`config.mk`:
```
export PLATFORM = sky130hd
export DESIGN_NAME = if_stage
export DESIGN_NICKNAME = d
export VERILOG_FILES = /design/src/rtl/if_stage.sv
export SDC_FILE = /design/constraint.sdc
export NUM_CORES = 1
export LEC_CHECK = 0
export CAP_MARGIN = 10
export CORE_UTILIZATION = 55
export CTS_CLUSTER_SIZE = 25
export DETAILED_ROUTE_END_ITERATION = 7
export GPL_ROUTABILITY_DRIVEN = 0
export PLACE_DENSITY = 0.86
export SETUP_SLACK_MARGIN = 0.4
export SLEW_MARGIN = 20
export SYNTH_ARGS = -nofsm -noshare
export SYNTH_HDL_FRONTEND = slang
export SYNTH_SLANG_ARGS = --single-unit
```
`constraint.sdc`:
```
create_clock -name clk -period 9.7 [get_ports clk]
set_clock_uncertainty 0.1 [all_clocks]
set_input_delay 1.455 -clock clk [delete_from_list [all_inputs] [get_ports clk]]
set_output_delay 1.455 -clock clk [all_outputs]
set_load 0.1 [all_outputs]
```
`src/rtl/if_stage.sv`:
```
// Instruction fetch stage: one-outstanding-request fetch FSM with a skid
// buffer for stalled responses and redirect handling for branches/jumps.
module if_stage #(
    parameter int unsigned          DATA_WIDTH = 32,
    parameter logic [DATA_WIDTH-1:0] RESET_PC   = '0
) (
    input  logic                  clk,
    input  logic                  rst,
    input  logic                  branchN,
    input  logic [DATA_WIDTH-1:0] branch_target,
    input  logic                  jump,
    input  logic [DATA_WIDTH-1:0] jump_target,
    input  logic                  stall,
    output logic                  imem_req,
    output logic [DATA_WIDTH-1:0] imem_addr,
    input  logic                  imem_valid,
    input  logic [DATA_WIDTH-1:0] imem_rdata,
    output logic [DATA_WIDTH-1:0] if_id_pc,
    output logic [DATA_WIDTH-1:0] if_id_instr,
    output logic                  if_id_valid
);

    localparam logic [DATA_WIDTH-1:0] NOP      = DATA_WIDTH'(32'h0000_0013);
    localparam logic [DATA_WIDTH-1:0] PC_INCR  = DATA_WIDTH'(4);

    typedef enum logic [1:0] {FETCH, HOLD, DRAIN} state_t;

    state_t                state, state_d;
    logic [DATA_WIDTH-1:0] pc, pc_d;
    logic                  req_d;
    logic [DATA_WIDTH-1:0] addr_d;
    logic [DATA_WIDTH-1:0] skid_pc, skid_pc_d;
    logic [DATA_WIDTH-1:0] skid_instr, skid_instr_d;
    logic [DATA_WIDTH-1:0] if_id_pc_d, if_id_instr_d;
    logic                  if_id_valid_d;
    logic                  redirect;
    logic [DATA_WIDTH-1:0] target;

    function automatic logic [DATA_WIDTH-1:0] word_align(input logic [DATA_WIDTH-1:0] a);
        return {a[DATA_WIDTH-1:2], 2'b00};
    endfunction

    assign redirect = branchN | jump;
    assign target   = branchN ? branch_target : jump_target;

    always_ff @(posedge clk or posedge rst) begin
        if (rst) state <= FETCH;
        else     state <= state_d;
    end

    // Next state and next register values; imem_addr doubles as the pending
    // address while a discarded response is still in flight.
    always_comb begin
        state_d       = state;
        pc_d          = pc;
        skid_pc_d     = skid_pc;
        skid_instr_d  = skid_instr;
        if_id_pc_d    = if_id_pc;
        if_id_instr_d = if_id_instr;
        if_id_valid_d = if_id_valid;
        req_d         = imem_req;
        addr_d        = imem_addr;

        case (state)
            FETCH: begin
                if (imem_req && imem_valid) begin
                    if (redirect) begin
                        pc_d = target;
                    end else if (stall) begin
                        skid_pc_d    = pc;
                        skid_instr_d = imem_rdata;
                        state_d      = HOLD;
                    end else begin
                        if_id_pc_d    = pc;
                        if_id_instr_d = imem_rdata;
                        if_id_valid_d = 1'b1;
                        pc_d          = pc + PC_INCR;
                    end
                end else if (redirect) begin
                    pc_d = target;
                    if (imem_req) state_d = DRAIN;
                end
            end
            HOLD: begin
                if (redirect) begin
                    pc_d    = target;
                    state_d = FETCH;
                end else if (!stall) begin
                    if_id_pc_d    = skid_pc;
                    if_id_instr_d = skid_instr;
                    if_id_valid_d = 1'b1;
                    pc_d          = pc + PC_INCR;
                    state_d       = FETCH;
                end
            end
            DRAIN: begin
                if (redirect)   pc_d    = target;
                if (imem_valid) state_d = FETCH;
            end
            default: state_d = FETCH;
        endcase

        if (redirect) begin
            if_id_valid_d = 1'b0;
            if_id_instr_d = NOP;
        end

        req_d  = (state_d != HOLD);
        addr_d = (state_d == DRAIN) ? imem_addr : word_align(pc_d);
    end

    always_ff @(posedge clk or posedge rst) begin
        if (rst) begin
            pc          <= RESET_PC;
            imem_req    <= 1'b0;
            imem_addr   <= word_align(RESET_PC);
            skid_pc     <= '0;
            skid_instr  <= '0;
            if_id_pc    <= '0;
            if_id_instr <= NOP;
            if_id_valid <= 1'b0;
        end else begin
            pc          <= pc_d;
            imem_req    <= req_d;
            imem_addr   <= addr_d;
            skid_pc     <= skid_pc_d;
            skid_instr  <= skid_instr_d;
            if_id_pc    <= if_id_pc_d;
            if_id_instr <= if_id_instr_d;
            if_id_valid <= if_id_valid_d;
        end
    end

endmodule

```
==> results_dict.tcl <==
set metrics [dict create \
    status "finished clean" \
    synth_area_leaders "dfrtp_1 (52%), mux2_2 (10%), mux2i_1 (7.6%), nor2_1 (4.2%), a211oi_1 (3.0%)" \
    final_net_count 1094 \
    start_kind "input port" \
    row_count 46 \
    hp-class "flop to flop" \
    vias_per_cell 6.048 \
    placed_cells 1188 \
    design_area_um2 11850 \
    fill_cells 1085 \
    worstSetupPathType "input port to flop" \
    synth_area_um2 9133 \
    synth_seq_cells 194 \
    ios 200 \
    yosysSeqAreaShare_pct 53.20 \
    postSynthCellCount 828 \
    grt_max_degree 135 \
    drc 0 \
    areaGrowthSynthToFinish_pct 29.77 \
    period_share_pct 43.65 \
    hold_buffers 0 \
    crit_fanout 42 \
    regArea_um2 4858 \
    gr-total-overflow 0 \
    min_period_ns 4.234 \
    dieHeight_um 130.9 \
    cp.arrival_ns 4.46 \
    insertion_delay_ns 0.44 \
    yosysWarnings 0 \
    pre_cts_ws_ns 5.027 \
    syn_avg_cell_area_um2 11.03 \
    maxSlewViolCount 0 \
    finalSetupTns_ns 0 \
    power_mw 2.774 \
    die_area_um2 17120 \
    clk_pin_slew_worst_paths_ns 0.07 \
    finalHoldViolCount 0 \
    tightest_slew_ns 1.047 \
    swShare_pct 39.44 \
    instances_no_fill 1220 \
    wl_per_cell_um 20.15 \
    setup_violations 0 \
    power-per-cell-area_nw_per_um2 234.1 \
    net-switching-power_mw 1.094 \
    synth_edf_count 0 \
    async_flop_share_pct 100.0 \
    yosysTopAreaCell "dfrtp_1" \
    yosysMostFrequentCell "dfrtp_1" \
    maxCapViolations 0 \
    vias 7378 \
    initial_core_util_pct 56.87 \
    sequentialPowerShare_pct 38.8 \
    cts_sinks 194 \
    io_buffers 197 \
    rsz0062_at_grt "false" \
    synth_commonest_cells "dfrtp_1 (191), nor2_1 (103), mux2_2 (82)" \
    antenna_found_initial 0 \
    p_leak_nw 5.227 \
    ir_worst_vdd_v 0.0001388 \
    antenna-diode-count 0 \
    ant_nets 0 \
    root_buffer "clkbuf_16" \
    multi_input_area_um2 4023 \
    cts_setup_buffers 0 \
    cp.required_ns 9.92 \
    cts_buffers 17 \
    dp_hpwl_um 16460 \
    clkPwrFrac_pct 26.5 \
    ctsResizeCount 0 \
    post-route-util_pct 73.80 \
    synth.distinct_cells 71 \
    synth_flop_cell "dfrtp_1" \
    end_kind "flop" \
    layout-drive-gt1-share_pct 14.64 \
    slew_headroom_pct 29.95 \
    cts_tree "built" \
    drt_iter0_drc 576 \
    hold_ws_ns 0.3898 \
    totalWireLength_um 24580 \
    coreArea_um2 16060 \
    firstDrtPassIters 7 \
    synth_top_area_share_pct 52.34 \
    clock_path_buffers 2 \
    fmax_ghz 0.2362 \
    grt_pass1_wl_um 38070 \
    internal-power_mw 1.680 \
    fin_ws_ns 5.466 \
    grt_pass1_vias 7342 \
    grt_usage_pct 29.66 \
    cts-htree-levels 4 \
    combinationalPowerShare_pct 34.6 \
    chipWidth_um 130.9 \
    place_area_um2 11230 \
]
cell families after synthesis:
group,count (synthesis),share of synthesized area (%)
xor gates and xnor gates,1,0.09592
and+or+nand+nor,213,11.07
other,1,0.04106
muxes,152,17.84
AOI/OAI and AO/OA,195,14.56
adders and majority gates,1,0.1370
DFF,194,53.20
buffers and inverters,71,3.055
per-layer routing:
| metal | vias up | GRT usage (%) | wire length, µm |
|---|---|---|---|
| li1 | 3383 | - | - |
| met1 | 3594 | 37.52 | 9942 |
| met2 | 345 | 47.81 | 11670 |
| met3 | 56 | 8.795 | 2309 |
| met4 | 0 | 12.24 | 663 |
| met5 | - | 0 | 0 |
cell type report:
class | instances | area share, %
Timing Repair Buffer | 207 | 17.27
Multi-Input combinational cell | 564 | 33.94
Sequential cell | 194 | 40.99
Inverter | 7 | 0.2850
Tap cell | 216 | 2.280
Clock inverter | 11 | 1.256
Clock buffer | 21 | 3.970
final timing paths:
| path | startpoint | to | slack (ns) | depth (start not counted) |
|---|---|---|---|---|
| setup / recovery | branchN | imem_addr[7] | 5.47 | 8 |
| hold / removal | skid_pc[30] | skid_pc[30] | 0.39 | 2 |
| setup reg to reg | state[1] | skid_instr[19] | 6.81 | 4 |
| hold reg to reg | skid_pc[30] | skid_pc[30] | 0.39 | 2 |
| max in group asynchronous | rst | skid_pc[24] | 6.66 | 3 |
| min in group asynchronous | rst | pc[0] | 1.51 | 2 |
power groups by stage:
stage	combinational (mW)	sequential (mW)	clock, mW
finish	0.961	1.08	0.736
global route	1.00	1.09	0.770
CTS	0.964	1.08	0.743
detailed placement	0.960	1.09	0
global placement	0.944	1.08	0
floorplan	0.248	1.53	0
worst max-delay path, cell delays in order:
cell and delay (ns):
clkdlybuf4s50_1 0.46, buf_4 0.29, or2_2 0.77, a21oi_1 0.14
or3_1 0.57, inv_1 0.39, a21oi_1 0.08, a32o_1 0.27
cell usage in the layout (no fill, tap or decap), types with 8 or more instances in the layout:
cell type and count:
a21oi_1 51, clkdlybuf4s50_1 197, mux2_2 82, mux2i_1 69, clkbuf_16 17, nor3_1 12, nand3_1 9, o21ai_0 22
nand2_1 38, nand4_1 11, a31oi_1 8, a211oi_1 36, buf_4 10, o22ai_1 16, o31ai_1 9, dfrtp_1 191
nor2_1 102
flip-flops by register name (all words and copies together), names as in the netlist:
register,flops
imem_req,1
pc,32
if_id_pc,32
skid_pc,32
if_id_valid,1
state,2
skid_instr,32
if_id_instr,32
imem_addr,30
No activity file was read; power rests on OpenSTA's default activity.
==> RTL change: new RTL, same flow settings <==
`skid_instr` no longer has a reset.
--- a/src/rtl/if_stage.sv
+++ b/src/rtl/if_stage.sv
@@ -117,3 +117,2 @@
             skid_pc     <= '0;
-            skid_instr  <= '0;
             if_id_pc    <= '0;
@@ -126,3 +125,2 @@
             skid_pc     <= skid_pc_d;
-            skid_instr  <= skid_instr_d;
             if_id_pc    <= if_id_pc_d;
@@ -133,2 +131,6 @@
 
+    always_ff @(posedge clk) begin
+        skid_instr <= skid_instr_d;
+    end
+
 endmodule
Function: no difference found for any inputs over 4 cycles, from zero or initial values and one cycle with rst high; that may be too few to reach the edited logic, so the function may still have changed.
==> RTL change against the unedited design <==
Die area fell by 1.3%. Total power fell by 2.6%. Fmax fell by 8.0%. Non-clock buffer count rose by 1. Combinational power fell by 3.5%. Synthesized area fell by 1.3%. Largest cell class unchanged. Global-route usage rose by 0.50 points. Sequential cell count did not move. Wire length fell by 1.6%. Count of clock-buffer cells in the layout did not move. Setup slack got worse by 0.37 ns. Cell area fell by 1.1%. Highest routed layer is now met5.
==> RTL change: results (changes against the unedited design) <==
power_leakage_nw: 4.59  # -12%
min_to: "skid_pc[0]"
antenna_found_initial: 1  # +1
hpwlAfterDp_um: 16600  # +1.1%
synth_top_cells_by_count: "159 x dfrtp_1, 105 x nor2_1, 66 x mux2i_1, 64 x nand2_1, 53 x a21oi_1"
yosys-top-cells-area: "dfrtp_1 44%, edfxtp_1 11%, mux2i_1 7.3%, mux2_2 5.0%, nor2_1 4.4%"
yosysWarnings: 0  # unchanged
drtIter0Drc: 708  # +23%
diodes: 0  # unchanged
min-delay-start: "skid_pc[0]"
drive_above_1_share_pct: 10.7  # -3.9 points
cts_buffer_depth: 2  # unchanged
crit_fanout: 26  # -38%
holdPathStages: 2  # unchanged
cts-root-buf: "clkbuf_16"
portBuffers: 197  # unchanged
slowest_delay_ns: 1.11  # +0.34 ns
seq_area_frac_synth_pct: 55.7  # +2.5 points
fin_cells: 1212  # -0.66%
critPathArrivalTime_ns: 4.83  # +0.37 ns
rrSetupSlack_ns: 7.03  # +0.22 ns
cts.clk_slew.worst_paths_ns: 0.07  # about the same
slowest_stage: "clkdlybuf4s50_1"
status: "finished, final reports clean"
synth-edff-count: 32  # +32
post_cts_buffers: 0  # unchanged
htreeDepth: 4  # unchanged
hold_ws_ns: 0.377  # -0.0133 ns
r2r_cells: 7  # +3
hold_violations: 0  # unchanged
grt_pass1_vias: 7205  # -1.9%
num_vias: 7394  # +0.22%
ys_async_sr_fraction_pct: 83.5  # -16 points
postSynthCellCount: 814  # -1.7%
reg2reg_from: "state[1]"
cts_resized: 0  # unchanged
hp-class: "flop to flop"
clock_latency_ns: 0.44  # about the same
ys_types: 73  # +2.8%
drt_first_pass_iters: 5  # -2
grt_usage_pct: 30.2  # +0.50 points
regToRegEndpoint: "imem_addr[2]"
vdd_ir_drop_max_mv: 0.153  # +10%
routed_wl_um: 24200  # -1.6%
grt_pass1_wl_um: 38100  # +0.11%
layout.nets: 1086  # -0.73%
yosysTopAreaCellShare_pct: 44.1  # -8.2 points
grt_max_degree: 87  # -36%
timing.slew.headroom_pct: 27.1  # -2.9 points
RTL change: critical path: cells and delay by family:
kind            cells  cell delay [ns]
mux                 1             0.27
buf+inv             2             2.11
compound gates      4             0.97
RTL change: final cells by class:
| type | instances | area [um^2] |
|---|---|---|
| Sequential cell | 194 | 5020 |
| Fill cell | 1115 | 4220 |
| Multi-Input combinational cell | 549 | 3700 |
| Timing Repair Buffer | 208 | 2060 |
| Clock buffer | 21 | 483 |
| Tap cell | 216 | 270 |
| Clock inverter | 11 | 139 |
| Inverter | 13 | 53.8 |
RTL change: logic make-up (layout without fill, tap and decap cells):
kind of cell,after synthesis,in the layout,share of synthesized area [%]
AO/OA/AOI/OAI,189,189,14.0
XOR/XNOR,2,2,0.194
adder cells (fa/ha/maj),1,1,0.139
buffers and inverters,72,253,3.50
flip-flops,194,194,55.7
multiplexers,109,109,12.7
other,1,2,0.0416
AND/OR/NAND/NOR,246,246,13.7
RTL change: stage by stage:
step / area, um^2 / worst slack [ns]
global placement: 11100 / 4.89
global route: 11700 / 4.99
detailed placement: 11100 / 4.76
finish: 11700 / 5.10
floorplan: 9020 / 3.77
CTS: 11700 / 5.23
RTL change: worst max path at each step:
stage,startpoint,end,slack [ns]
after floorplan,rst,if_id_instr[10],3.77
after global placement,branchN,imem_addr[23],4.89
after detailed placement,branchN,imem_addr[20],4.76
after CTS,branchN,imem_addr[20],5.23
after global routing,branchN,imem_addr[23],4.99
final,branchN,imem_addr[20],5.10
RTL change: power by group:
group	total (mW)	switching, mW	internal (mW)	leakage, nW
combinational	0.927	0.675	0.252	2.05
sequential	1.05	0.0958	0.952	2.23
clock	0.726	0.309	0.417	0.304
total	2.70	1.08	1.62	4.59
RTL change: layer usage:
layer | global-route usage [%] | part of all wire (%)
met1 | 41.0 | 41
met2 | 47.4 | 47
met3 | 7.38 | 9.8
met4 | 11.0 | 2.1
met5 | 0 | 0.050
